[src/rtl/frame_centroid_pkg.sv]
// Shared types, widths and helpers for the colour-blob centroid tracker.
// Accumulators saturate so that a pathological frame cannot wrap into a small centroid.
package centroid_pkg;

  localparam int ACC_W     = 32;
  localparam int CNT_W     = 21;
  localparam int DIV_ITERS = 32;

  typedef enum logic {
    ACCUM  = 1'b0,
    DIVIDE = 1'b1
  } state_t;

  function automatic logic [ACC_W-1:0] satAdd(input logic [ACC_W-1:0] a,
                                               input logic [ACC_W-1:0] b);
    logic [ACC_W:0] s;
    s = {1'b0, a} + {1'b0, b};
    return s[ACC_W] ? '1 : s[ACC_W-1:0];
  endfunction

endpackage

[src/rtl/frame_centroid_if.sv]
// Pixel stream, thresholds, frame strobe and centroid results of the tracker.
interface frame_centroid_if #(
  parameter int HCOUNT_WIDTH = 11,
  parameter int VCOUNT_WIDTH = 10
);

  logic                    pixel_valid_in;
  logic [HCOUNT_WIDTH-1:0] pixel_hcount_in;
  logic [VCOUNT_WIDTH-1:0] pixel_vcount_in;
  logic [15:0]             pixel_data_in;
  logic [4:0]              r_min_in;
  logic [5:0]              g_max_in;
  logic [4:0]              b_max_in;
  logic                    tabulate_in;
  logic [HCOUNT_WIDTH-1:0] x_out;
  logic [VCOUNT_WIDTH-1:0] y_out;
  logic                    valid_out;
  logic                    busy_out;
  logic                    overrun_out;

  modport master (
    output pixel_valid_in, pixel_hcount_in, pixel_vcount_in, pixel_data_in,
    output r_min_in, g_max_in, b_max_in, tabulate_in,
    input  x_out, y_out, valid_out, busy_out, overrun_out
  );

  modport slave (
    input  pixel_valid_in, pixel_hcount_in, pixel_vcount_in, pixel_data_in,
    input  r_min_in, g_max_in, b_max_in, tabulate_in,
    output x_out, y_out, valid_out, busy_out, overrun_out
  );

endinterface

[src/rtl/frame_centroid_divider32.sv]
// Sequential restoring 32-bit unsigned divider: one quotient bit per cycle,
// done pulses in the cycle the last bit is available on quotient_o.
module divider32
  import centroid_pkg::*;
#(
  parameter int OUT_W = 32
) (
  input  logic             clk_i,
  input  logic             rst_i,
  input  logic             start_i,
  input  logic [ACC_W-1:0] dividend_i,
  input  logic [ACC_W-1:0] divisor_i,
  output logic [OUT_W-1:0] quotient_o,
  output logic             done_o
);

  localparam int ITER_W = $clog2(DIV_ITERS + 1);

  logic [ACC_W-1:0]  rem_q;
  logic [ACC_W-1:0]  quo_q;
  logic [ACC_W-1:0]  div_q;
  logic [ITER_W-1:0] iter_q;
  logic              done_q;
  logic [ACC_W:0]    shifted;
  logic [ACC_W:0]    diff;

  // Remainder stays below the divisor, so bit ACC_W of diff is a clean borrow flag.
  always_comb begin
    shifted = {rem_q, quo_q[ACC_W-1]};
    diff    = shifted - {1'b0, div_q};
  end

  always_ff @(posedge clk_i or posedge rst_i) begin
    if (rst_i) begin
      rem_q  <= '0;
      quo_q  <= '0;
      div_q  <= '0;
      iter_q <= '0;
      done_q <= 1'b0;
    end else begin
      done_q <= 1'b0;
      if (start_i) begin
        rem_q  <= '0;
        quo_q  <= dividend_i;
        div_q  <= divisor_i;
        iter_q <= ITER_W'(DIV_ITERS);
      end else if (iter_q != '0) begin
        if (!diff[ACC_W]) begin
          rem_q <= diff[ACC_W-1:0];
          quo_q <= {quo_q[ACC_W-2:0], 1'b1};
        end else begin
          rem_q <= shifted[ACC_W-1:0];
          quo_q <= {quo_q[ACC_W-2:0], 1'b0};
        end
        iter_q <= iter_q - 1'b1;
        if (iter_q == ITER_W'(1)) done_q <= 1'b1;
      end
    end
  end

  assign quotient_o = quo_q[OUT_W-1:0];
  assign done_o     = done_q;

endmodule

[src/rtl/frame_centroid.sv]
// Accumulates coordinates of colour-thresholded pixels over a frame and divides
// them out at the frame strobe, while the next frame keeps accumulating.
module frame_centroid
  import centroid_pkg::*;
#(
  parameter int HCOUNT_WIDTH = 11,
  parameter int VCOUNT_WIDTH = 10
) (
  input  logic            clk_in,
  input  logic            rst_in,
  frame_centroid_if.slave bus
);

  state_t                  state_q;
  logic [ACC_W-1:0]        sumX_q, sumX_d, sumY_q, sumY_d;
  logic [CNT_W-1:0]        count_q, count_d;
  logic [ACC_W-1:0]        accX, accY;
  logic [CNT_W-1:0]        accCnt;
  logic                    pixSel;
  logic                    startDiv;
  logic [HCOUNT_WIDTH-1:0] quoX, xOut_q;
  logic [VCOUNT_WIDTH-1:0] quoY, yOut_q;
  logic                    doneX, doneY;
  logic                    valid_q, busy_q, overrun_q;

  // A pixel arriving with the frame strobe is folded in before the snapshot.
  always_comb begin
    pixSel = bus.pixel_valid_in
          && (bus.pixel_data_in[15:11] >= bus.r_min_in)
          && (bus.pixel_data_in[10:5]  <= bus.g_max_in)
          && (bus.pixel_data_in[4:0]   <= bus.b_max_in);
    accX   = sumX_q;
    accY   = sumY_q;
    accCnt = count_q;
    if (pixSel) begin
      accX   = satAdd(sumX_q, ACC_W'(bus.pixel_hcount_in));
      accY   = satAdd(sumY_q, ACC_W'(bus.pixel_vcount_in));
      accCnt = (count_q == '1) ? count_q : count_q + CNT_W'(1);
    end
    startDiv = (state_q == ACCUM) && bus.tabulate_in && (accCnt != '0);
    sumX_d   = bus.tabulate_in ? '0 : accX;
    sumY_d   = bus.tabulate_in ? '0 : accY;
    count_d  = bus.tabulate_in ? '0 : accCnt;
  end

  divider32 #(.OUT_W(HCOUNT_WIDTH)) divX (
    .clk_i      (clk_in),
    .rst_i      (rst_in),
    .start_i    (startDiv),
    .dividend_i (accX),
    .divisor_i  (ACC_W'(accCnt)),
    .quotient_o (quoX),
    .done_o     (doneX)
  );

  divider32 #(.OUT_W(VCOUNT_WIDTH)) divY (
    .clk_i      (clk_in),
    .rst_i      (rst_in),
    .start_i    (startDiv),
    .dividend_i (accY),
    .divisor_i  (ACC_W'(accCnt)),
    .quotient_o (quoY),
    .done_o     (doneY)
  );

  always_ff @(posedge clk_in or posedge rst_in) begin
    if (rst_in) begin
      state_q   <= ACCUM;
      sumX_q    <= '0;
      sumY_q    <= '0;
      count_q   <= '0;
      xOut_q    <= '0;
      yOut_q    <= '0;
      valid_q   <= 1'b0;
      busy_q    <= 1'b0;
      overrun_q <= 1'b0;
    end else begin
      sumX_q    <= sumX_d;
      sumY_q    <= sumY_d;
      count_q   <= count_d;
      valid_q   <= 1'b0;
      overrun_q <= 1'b0;
      case (state_q)
        ACCUM: begin
          if (startDiv) begin
            state_q <= DIVIDE;
            busy_q  <= 1'b1;
          end
        end
        DIVIDE: begin
          // A strobe here drops the frame just closed; the running division is kept.
          if (bus.tabulate_in) overrun_q <= 1'b1;
          if (doneX && doneY) begin
            xOut_q  <= quoX;
            yOut_q  <= quoY;
            valid_q <= 1'b1;
            busy_q  <= 1'b0;
            state_q <= ACCUM;
          end
        end
        default: begin
          state_q <= ACCUM;
          busy_q  <= 1'b0;
        end
      endcase
    end
  end

  assign bus.x_out       = xOut_q;
  assign bus.y_out       = yOut_q;
  assign bus.valid_out   = valid_q;
  assign bus.busy_out    = busy_q;
  assign bus.overrun_out = overrun_q;

endmodule

[src/flat_wrapper.sv]
// flat-port wrapper written by rule: the top's interface ports become plain ports
module frame_centroid_flat import centroid_pkg::*;
#(
  parameter int HCOUNT_WIDTH = 11,
  parameter int VCOUNT_WIDTH = 10
)
  (clk_in, rst_in, bus_pixel_valid_in, bus_pixel_hcount_in, bus_pixel_vcount_in, bus_pixel_data_in, bus_r_min_in, bus_g_max_in, bus_b_max_in, bus_tabulate_in, bus_x_out, bus_y_out, bus_valid_out, bus_busy_out, bus_overrun_out);
  frame_centroid_if #(.HCOUNT_WIDTH(HCOUNT_WIDTH), .VCOUNT_WIDTH(VCOUNT_WIDTH)) bus_i ();
  input  logic clk_in;
  input  logic rst_in;
  input wire logic [$bits(bus_i.pixel_valid_in)-1:0] bus_pixel_valid_in;
  input wire logic [$bits(bus_i.pixel_hcount_in)-1:0] bus_pixel_hcount_in;
  input wire logic [$bits(bus_i.pixel_vcount_in)-1:0] bus_pixel_vcount_in;
  input wire logic [$bits(bus_i.pixel_data_in)-1:0] bus_pixel_data_in;
  input wire logic [$bits(bus_i.r_min_in)-1:0] bus_r_min_in;
  input wire logic [$bits(bus_i.g_max_in)-1:0] bus_g_max_in;
  input wire logic [$bits(bus_i.b_max_in)-1:0] bus_b_max_in;
  input wire logic [$bits(bus_i.tabulate_in)-1:0] bus_tabulate_in;
  output wire logic [$bits(bus_i.x_out)-1:0] bus_x_out;
  output wire logic [$bits(bus_i.y_out)-1:0] bus_y_out;
  output wire logic [$bits(bus_i.valid_out)-1:0] bus_valid_out;
  output wire logic [$bits(bus_i.busy_out)-1:0] bus_busy_out;
  output wire logic [$bits(bus_i.overrun_out)-1:0] bus_overrun_out;
  assign bus_i.pixel_valid_in = bus_pixel_valid_in;
  assign bus_i.pixel_hcount_in = bus_pixel_hcount_in;
  assign bus_i.pixel_vcount_in = bus_pixel_vcount_in;
  assign bus_i.pixel_data_in = bus_pixel_data_in;
  assign bus_i.r_min_in = bus_r_min_in;
  assign bus_i.g_max_in = bus_g_max_in;
  assign bus_i.b_max_in = bus_b_max_in;
  assign bus_i.tabulate_in = bus_tabulate_in;
  assign bus_x_out = bus_i.x_out;
  assign bus_y_out = bus_i.y_out;
  assign bus_valid_out = bus_i.valid_out;
  assign bus_busy_out = bus_i.busy_out;
  assign bus_overrun_out = bus_i.overrun_out;
  frame_centroid #(.HCOUNT_WIDTH(HCOUNT_WIDTH), .VCOUNT_WIDTH(VCOUNT_WIDTH)) u_core (.clk_in(clk_in), .rst_in(rst_in), .bus(bus_i));
endmodule
[config.mk]
export PLATFORM = sky130hd
export DESIGN_NAME = frame_centroid_flat
export DESIGN_NICKNAME = d
export VERILOG_FILES = /design/src/rtl/frame_centroid_pkg.sv /design/src/rtl/frame_centroid_if.sv /design/src/rtl/frame_centroid_divider32.sv /design/src/rtl/frame_centroid.sv /design/src/flat_wrapper.sv
export SDC_FILE = /design/constraint.sdc
export NUM_CORES = 1
export LEC_CHECK = 0
export ABC_CLOCK_PERIOD_IN_PS = 11100
export CORE_MARGIN = 2
export CORE_UTILIZATION = 35
export CTS_CLUSTER_DIAMETER = 80
export DETAILED_ROUTE_END_ITERATION = 7
export SYNTH_ARGS = -nofsm -noshare
export SYNTH_HDL_FRONTEND = slang
export SYNTH_SLANG_ARGS = --single-unit
[constraint.sdc]
create_clock -name clk_in -period 11.1 [get_ports clk_in]
set_input_delay 1.665 -clock clk_in [delete_from_list [all_inputs] [get_ports clk_in]]
set_output_delay 1.665 -clock clk_in [all_outputs]
set_load 0.02 [all_outputs]
# Yosys cells after proc, flatten, opt, wreduce, memory -nomap -nowiden
# Index checks and enable logic that the tools add are counted.
[word_totals]
regBits = 273
output_inout_bits = 24
word_cells = 88
in_bits = 57
[op_classes]
reduce_logical = 13
addsub = 7
n_eq_ne = 5
magnitude_cmp = 3
mux = 41
bitwise = 1
[op_table]
columns = ["op", "n"]
rows = [
  ["$mux W32", 16],
  ["$sub A33 B21 Y33", 2],
  ["$mux W21", 3],
  ["$add A32 B10 Y33", 1],
  ["$add A32 B11 Y33", 1],
  ["$mux W6", 4],
  ["$add A21 B1 Y21 const B", 1],
  ["$eq A21 B21 Y1 const B", 1],
  ["$reduce_bool A21 Y1", 1],
  ["$mux W1", 16],
  ["$eq A6 B1 Y1 const B", 2],
  ["$reduce_bool A6 Y1", 2],
  ["$sub A6 B1 Y6 const B", 2],
  ["$le A6 B6 Y1", 1],
  ["$logic_and A1 B1 Y1", 6],
  ["$ge A5 B5 Y1", 1],
  ["$le A5 B5 Y1", 1],
  ["$ne A2 B2 Y1 const B", 2],
  ["$pmux W1 S2", 2],
  ["$reduce_and A2 Y1", 2],
  ["$reduce_bool A2 Y1", 2],
  ["$not A1 Y1", 1],
]

# Longest topological paths before layout
# Gate-level depths: netlist (run 1).
[depth]
depth_word = 9
ltp_mapped = 15
ltp_nobuf = 12

# Hierarchy
# A second synthesis (run 1) with hierarchy kept.
[unflattened]
cells_unflattened = 2296
area_unflattened_um2 = 20270.7
[by_module_without_submodules]
columns = ["mod", "area_per_inst_um2", "instances", "cells_per_inst", "seq_area_each_um2"]
rows = [
  ["frame_centroid", 7255.7, 1, 819, 2752.6],
  ["divider32 (u_core.divX)", 6511.2, 1, 739, 2577.5],
  ["divider32 (u_core.divY)", 6503.7, 1, 738, 2577.5],
]

# Worst setup path after synthesis (run 1)
# No wires, ideal clock.
[synth_timing]
path_kind = "input to register"
start = "input port bus_g_max_in[4]"
end = "register u_core.divX.rem_q[10]"
stages = 15
slack_ns = 6.272
t_required_ns = 11.001
arrival_time_ns = 4.729
path_buffers = 4
setup_time_ns = 0.099
path_cell_list = "inv_1 > ha_1 > a21oi_1 > a21boi_1 > o32a_1 > or3_1 > clkbuf_1 > nor3_1 > nand2_1 > a2111oi_2 > a31oi_1 > buf_2 > buf_2 > buf_2 > a311oi_1"
[synth_between]
elab_chain_len = 7
elab_cells_between_ends = 8
cone_classes = "order compare: 1; mux: 2; reduce/logical: 5"
[synth_rtl]
columns = ["item", "line", "text"]
rows = [
  ["from (decl)", "flat_wrapper.sv:16", "input wire logic [$bits(bus_i.g_max_in)-1:0] bus_g_max_in;"],
  ["$le A6 B6 Y1 *", "frame_centroid.sv:30", "&& (bus.pixel_data_in[10:5] <= bus.g_max_in)"],
  ["$logic_and A1 B1 Y1 *", "frame_centroid.sv:30", ""],
  ["$logic_and A1 B1 Y1 *", "frame_centroid.sv:31", "&& (bus.pixel_data_in[4:0] <= bus.b_max_in);"],
  ["$mux W21 *", "frame_centroid.sv:35", "if (pixSel) begin"],
  ["$reduce_bool A21 Y1 *", "frame_centroid.sv:40", "startDiv = (state_q == ACCUM) && bus.tabulate_in && (accCnt != '0);"],
  ["$logic_and A1 B1 Y1 *", "frame_centroid.sv:40", ""],
  ["$mux W32 / $reduce_bool A2 Y1 (equally long branches)", "--", ""],
  ["to (signal assigned)", "frame_centroid_divider32.sv:49", "rem_q <= diff[ACC_W-1:0];"],
  ["to (signal assigned)", "frame_centroid_divider32.sv:52", "rem_q <= shifted[ACC_W-1:0];"],
  ["to (decl)", "frame_centroid_divider32.sv:19", "logic [ACC_W-1:0] rem_q;"],
]
# Every way passes the cells marked *; elsewhere a longest branch is shown, timed or not.
# A chain may end at the register's enable or synchronous reset.

# Worst setup path after layout (run 1)
[layout_timing]
start = "input port bus_g_max_in[4]"
end = "register u_core.divX.done_q (netlist: u_core.divX.done_o)"
[layout_between]
elab_chain_len = 7
[layout_rtl]
columns = ["item", "line", "text"]
rows = [
  ["$le A6 B6 Y1", "frame_centroid.sv:30", ""],
  ["$logic_and A1 B1 Y1", "frame_centroid.sv:30", ""],
  ["$logic_and A1 B1 Y1", "frame_centroid.sv:31", ""],
  ["$mux W21", "frame_centroid.sv:35", ""],
  ["$reduce_bool A21 Y1", "frame_centroid.sv:40", ""],
  ["$logic_and A1 B1 Y1", "frame_centroid.sv:40", ""],
  ["$mux W1", "frame_centroid_divider32.sv:42", "if (start_i) begin"],
  ["to (signal assigned)", "frame_centroid_divider32.sv:39", "done_q <= 1'b0;"],
  ["to (signal assigned)", "frame_centroid_divider32.sv:41", "done_q <= 1'b0;"],
  ["to (signal assigned)", "frame_centroid_divider32.sv:56", "if (iter_q == ITER_W'(1)) done_q <= 1'b1;"],
  ["to (decl)", "frame_centroid_divider32.sv:23", "logic done_q;"],
]
# No other way between the ends.

==> results of run 1 <==
==> critical path: cells and delay by family <==
| kind | cells | cell delay [ns] |
|---|---|---|
| buffers and inverters | 4 | 1.29 |
| and+or+nand+nor | 4 | 1.63 |
| adders and majority gates | 1 | 0.31 |
| AOI/OAI and AO/OA | 5 | 1.37 |
==> stage by stage <==
stage | setup WS [ns] | instances | util, % | instance area, um^2 | hold slack, ns
floorplan | 1.91 | 1774 | - | 16800 | 0.477
global placement | 4.81 | 2398 | 38.1 | 18100 | 0.471
detailed placement | 4.69 | 2398 | 38.1 | 18100 | 0.483
CTS | 5.25 | 2455 | 40.5 | 19200 | 0.496
global route | 4.91 | 2455 | 40.5 | 19200 | 0.511
finish | 5.27 | 2455 | 40.5 | 19200 | 0.493
==> state kept, by name, indices dropped and copies added (netlist names), 6 cells and up <==
| name | flops |
|---|---|
| u_core.sumX_q | 32 |
| u_core.divX.div_q | 21 |
| u_core.divY.rem_q | 32 |
| u_core.divY.iter_q | 6 |
| u_core.bus.y_out | 10 |
| u_core.divY.quo_q | 32 |
| u_core.divX.iter_q | 6 |
| u_core.divX.quo_q | 32 |
| u_core.sumY_q | 32 |
| u_core.count_q | 21 |
| u_core.divX.rem_q | 32 |
| u_core.bus.x_out | 11 |
==> power by group <==
part,switching [mW],total [mW],internal (mW)
Clock,0.423,1.12,0.693
Sequential,0.225,1.50,1.27
Combinational,1.09,1.98,0.891
==> cell usage after synthesis (21+ instances only) <==
library cell,number
a211oi_1,44
a21oi_1,68
and3_1,28
buf_2,21
clkbuf_1,56
dfrtp_1,273
ha_1,86
inv_1,69
mux2_2,25
mux2i_1,170
nand2_1,119
nand3_1,49
nor2_1,240
nor3_1,54
o21ai_0,56
o22ai_1,40
xnor2_1,75
xor2_1,36
==> cell type report <==
cell class              count  area, um^2  area share [%]
repair buffers             92         888            4.62
clock inverters            13         233            1.21
inverters                  69         267            1.39
well taps                 615         769            4.00
clock buffers              44         885            4.60
multi-input cells        1349        9360            48.7
flip-flops and latches    273        6830            35.5
==> worst min path at each step <==
stage	from	endpoint	slack, ns	cells past startpoint
after floorplan	u_core.state_q	u_core.state_q	0.48	1
after global placement	u_core.bus.busy_out	u_core.bus.busy_out	0.47	1
after detailed placement	u_core.bus.busy_out	u_core.bus.busy_out	0.48	1
after CTS	u_core.bus.busy_out	u_core.bus.busy_out	0.50	1
after global routing	u_core.bus.busy_out	u_core.bus.busy_out	0.51	1
final	u_core.bus.busy_out	u_core.bus.busy_out	0.49	1
==> per-layer routing <==
metal	GRT usage, %	wire length [um]	vias to the layer above	share of wire (%)
li1	-	-	6454	-
met1	21.3	18500	6382	47
met2	27.5	18800	204	48
met3	2.05	1400	58	3.6
met4	4.01	780	2	2.0
met5	0	13	-	0.033
==> cell families (layout without fill, tap and decap cells) <==
| group | Yosys count | count (layout) |
|---|---|---|
| adders and majority gates | 90 | 90 |
| and+or+nand+nor | 612 | 612 |
| DFF | 273 | 273 |
| muxes | 195 | 195 |
| buffers and inverters | 152 | 218 |
| xor gates and xnor gates | 111 | 111 |
| AOI/OAI and AO/OA | 341 | 341 |
==> results.yml, run 1 <==
layout:
  drive_gt1_share_pct: 6.63
  syn_to_final_growth_pct: 14.7
  final_common_cell: "dfrtp_1"
  nNetsFinal: 1963
  n_fill_cell: 4644
  antenna_cells: 0
  mostFrequentLayoutCells: "273 x dfrtp_1, 240 x nor2_1, 170 x mux2i_1"
worst_setup_path:
  end_kind: "register"
  cp-endpoint: "u_core.divX.done_o"
  cp.arrival_ns: 6.30
  ff2ff_path_depth: 12
  crit_top_cell: "buf_4"
  max_stage_delay_ns: 0.61
  r2r-end: "u_core.divY.quo_q[15]"
  critPathLaunchType: "input pin"
  r2r-start: "u_core.count_q[0]"
  cp_cell_sequence: "clkdlybuf4s50_1 -> inv_1 -> ha_1 -> a21oi_1 -> a21boi_1 -> o32a_1 -> or3_1 -> nor3_1 -> nand2_1 -> a2111oi_2 -> a31oi_4 -> buf_4 -> buf_4 -> nor4bb_1"
  r2r_slack_ns: 6.34
  cp-startpoint: "bus_g_max_in[4]"
  timing_worst_setup_path_type: "in2reg"
  slowest_stage: "or3_1"
  required_ns: 11.56
  crit_fanout: 63
die:
  dieArea_um2: 49700
  core-area_um2: 47500
  die_x_um: 223
  num_rows: 80
  io_pins: 81
  start_util_pct: 35.3
  dieHeight_um: 223
status:
  status: "finished, final reports clean"
synth:
  synthTopCellsByArea: "dfrtp_1 41%, mux2i_1 10%, ha_1 6.4%, nor2_1 5.4%, xnor2_1 3.9%"
  yosysWarnings: 0
  synth-xor-area-share_pct: 5.80
  synthSimpleGateAreaFrac_pct: 17.4
  syn_nets: 1921
  syn_area_per_cell_um2: 9.45
  synthArstFlopShare_pct: 100
  syn_area_um2: 16800
  synth_edf_count: 0
  synth_top_family_by_area: "simple AND/OR/NAND/NOR gates"
  synthMuxAreaShare_pct: 11.8
  yosysSeqAreaShare_pct: 40.7
  synth_top_cell_by_area: "dfrtp_1"
  synth-seq-cells: 273
  synth_cell_type_count: 74
  synth_fa_ha_area_share_pct: 6.90
  synth.top_cell.area_share_pct: 40.7
  synth_compound_area_share_pct: 13.7
  postSynthCellCount: 1774
  synth_ff_type: "dfrtp_1"
clock_network:
  post_cts_buffers: 0
  ctsHoldBuffers: 0
  clock_latency_ns: 0.59
  clkTransAtPathRegs_ns: 0.06
  cts_tree: "built"
  cts_buffers: 31
  cts_resized: 0
  cts.sinks: 273
  clock_path_buffers: 3
  htree_levels: 1
  cts_root_buf: "clkbuf_16"
sta:
  worst_pin_slew_ns: 1.23
  fmax_ghz: 0.171
  slew_headroom_pct: 15.9
  fin_crit_ns: 5.83
  maxSlewViolCount: 0
  fin_worst_skew_ns: 0.00948
  rsz0062_at_grt: "no"
  finalCritPeriodShare_pct: 52.6
  fin_setup_tns_ns: 0
  hold_viol_final: 0
  setup_viol: 0
power_and_ir_drop:
  ir_drop_mv: 0.111
  power_density_nw_per_um2: 239
  finalPower_mw: 4.59
  leakage_nw: 8.09
global_routing:
  grt_pass1_vias: 13276
  antenna_found_initial: 1
  grt_first_pass_wirelength_mm: 66.8
  grt_max_degree: 134
  grtUsageTotal_pct: 16.0
  grt_overflow_total: 0
detailed_routing:
  via_per_inst: 5.34
  ant_nets: 0
  wl_mm: 39.4
  vias: 13100
  drc: 0
  firstDrtPassIters: 5
  wl_per_cell_um: 16.1
  drt_iter0_drc: 657
placed_design:
  finalWeightedCongestion: 0.865
  dp_hpwl_mm: 27.0
  io_buffers: 80
worst_hold_path:
  worstHoldPathType: "reg2reg"
flow_run:
  maxCapViolations: 0
Note: power is estimated with default switching activity, not from simulation.
==> run 2, diff against run 1 <==
Settings changed: ABC_CLOCK_PERIOD_IN_PS 11100 to 5500.
Clock period 11.1 ns to 5.5 ns, I/O delays scaled along.
==> results.yml, run 2 (synthesis results as in run 1) <==
sta:
  rsz0062_at_grt: "no"
  fmax_ghz: 0.225
  hold_viol_final: 0
  maxSlewViolCount: 0
  finalCritPeriodShare_pct: 80.7
  fin_setup_tns_ns: 0
  setup_viol: 0
  fin_worst_skew_ns: 0.0129
  fin_crit_ns: 4.44
  worst_pin_slew_ns: 1.13
  slew_headroom_pct: 24.6
detailed_routing:
  wl_per_cell_um: 16.0
  ant_nets: 0
  firstDrtPassIters: 5
  wl_mm: 39.4
  vias: 13169
  via_per_inst: 5.35
  drt_iter0_drc: 630
  drc: 0
power_and_ir_drop:
  leakage_nw: 8.12
  p_sw_mw: 3.54
  p_comb_share_pct: 43.0
  intPower_mw: 5.77
  swShare_pct: 38.0
  p_clk_share_pct: 24.4
  ir_drop_mv: 0.275
  power_density_nw_per_um2: 482
  power_frac_seq_pct: 32.5
worst_setup_path:
  cp_cell_sequence: "clkdlybuf4s50_1 -> inv_1 -> ha_1 -> a21oi_1 -> a21boi_1 -> o32a_1 -> or3_1 -> nor3_1 -> nand2_1 -> a2111oi_2 -> a31oi_4 -> buf_12 -> nor4bb_1"
  required_ns: 5.97
  timing_worst_setup_path_type: "in2reg"
  cp_num_buf_inv: 3
  critPathLaunchType: "input pin"
  end_kind: "register"
  crit_fanout: 63
  slowest_stage: "a2111oi_2"
  crit_family: "simple AND/OR/NAND/NOR gates"
  max_stage_delay_ns: 0.59
  cp.arrival_ns: 4.91
global_routing:
  grt_max_degree: 175
  grt_pass1_vias: 13010
  antenna_found_initial: 0
  grtUsageTotal_pct: 15.8
  grt_first_pass_wirelength_mm: 66.3
  grt_overflow_total: 0
clock_network:
  htree_levels: 1
  clkTransAtPathRegs_ns: 0.06
  cts_root_buf: "clkbuf_16"
  cts_buffers: 31
  cts.sinks: 273
  cts_tree: "built"
  clock_latency_ns: 0.58
  post_cts_buffers: 0
  ctsHoldBuffers: 0
  cts_resized: 0
  clock_path_buffers: 3
layout:
  final_common_cell: "dfrtp_1"
  n_fill_cell: 4554
  drive_gt1_share_pct: 6.88
  syn_to_final_growth_pct: 15.2
  final_cell_area_um2: 19300
  seqCellArea_um2: 6830
  nNetsFinal: 1968
  multi_input_area_um2: 9360
  antenna_cells: 0
  mostFrequentLayoutCells: "273 x dfrtp_1, 240 x nor2_1, 170 x mux2i_1"
placed_design:
  io_buffers: 80
  finalWeightedCongestion: 0.848
  place_area_um2: 18200
  dp_hpwl_mm: 26.9
die:
  num_rows: 80
  core-area_um2: 47500
  dieArea_um2: 49700
  die_x_um: 223
  io_pins: 81
  dieHeight_um: 223
  start_util_pct: 35.3
flow_run:
  maxCapViolations: 0
status:
  status: "finished, final reports clean"
worst_hold_path:
  worstHoldPathType: "in2reg"
## run 2: cell count changes in the layout (fill, tap and decap cells not counted), sizes merged
cell      delta
clkinv       +1
clkinvlp     +3
buf          +5
clkbuf       -4
bufinv       +1
## run 2: layout make-up
cell class                      instances  share of cell area (%)
Clock buffer                           40                    4.29
Multi-Input combinational cell       1349                    48.4
Timing Repair Buffer                   97                    5.05
Tap cell                              615                    3.98
Inverter                               69                    1.36
Clock inverter                         18                    1.51
Sequential cell                       273                    35.4
## run 2: metal layers
metal  vias up  track usage (%)  wire, um
li1       6457                -         -
met1      6480             21.7     18600
met2       182             26.7     18800
met3        50             1.83      1270
met4         0             3.77       672
met5         -                0         0
## run 2: path summary, 6_finish.rpt
path	start	endpoint	slack, ns	cells after the start
max	bus_g_max_in[4]	u_core.divX.done_o	1.06	13
min	bus_tabulate_in	u_core.count_q[20]	0.46	2
max reg2reg	u_core.divX.div_q[0]	u_core.divY.rem_q[9]	1.25	11
min reg2reg	u_core.bus.busy_out	u_core.bus.busy_out	0.48	1
max in group asynchronous	rst_in	u_core.divX.rem_q[15]	3.89	3
min in group asynchronous	rst_in	u_core.divY.quo_q[19]	0.77	3
## run 2: stage by stage
step / hold WS [ns] / setup slack [ns] / total power [mW] / std cells / util (%)
2_1_floorplan: 0.477 / 1.07 / 6.12 / 1774 / -
3_3_place_gp: 0.479 / 0.594 / 6.92 / 2403 / 38.3
3_5_place_dp: 0.473 / 0.515 / 7.04 / 2403 / 38.3
4_1_cts: 0.440 / 1.08 / 9.36 / 2461 / 40.6
5_1_grt: 0.446 / 0.806 / 10.0 / 2461 / 40.6
6_report: 0.462 / 1.06 / 9.31 / 2461 / 40.6
## run 2: power groups by stage
stage	clock network [mW]	registers [mW]	logic, mW
2_1_floorplan	0	2.92	3.20
4_1_cts	2.32	3.02	4.01
5_1_grt	2.42	3.11	4.50
3_3_place_gp	0	3.04	3.88
3_5_place_dp	0	3.05	3.99
6_report	2.27	3.03	4.01
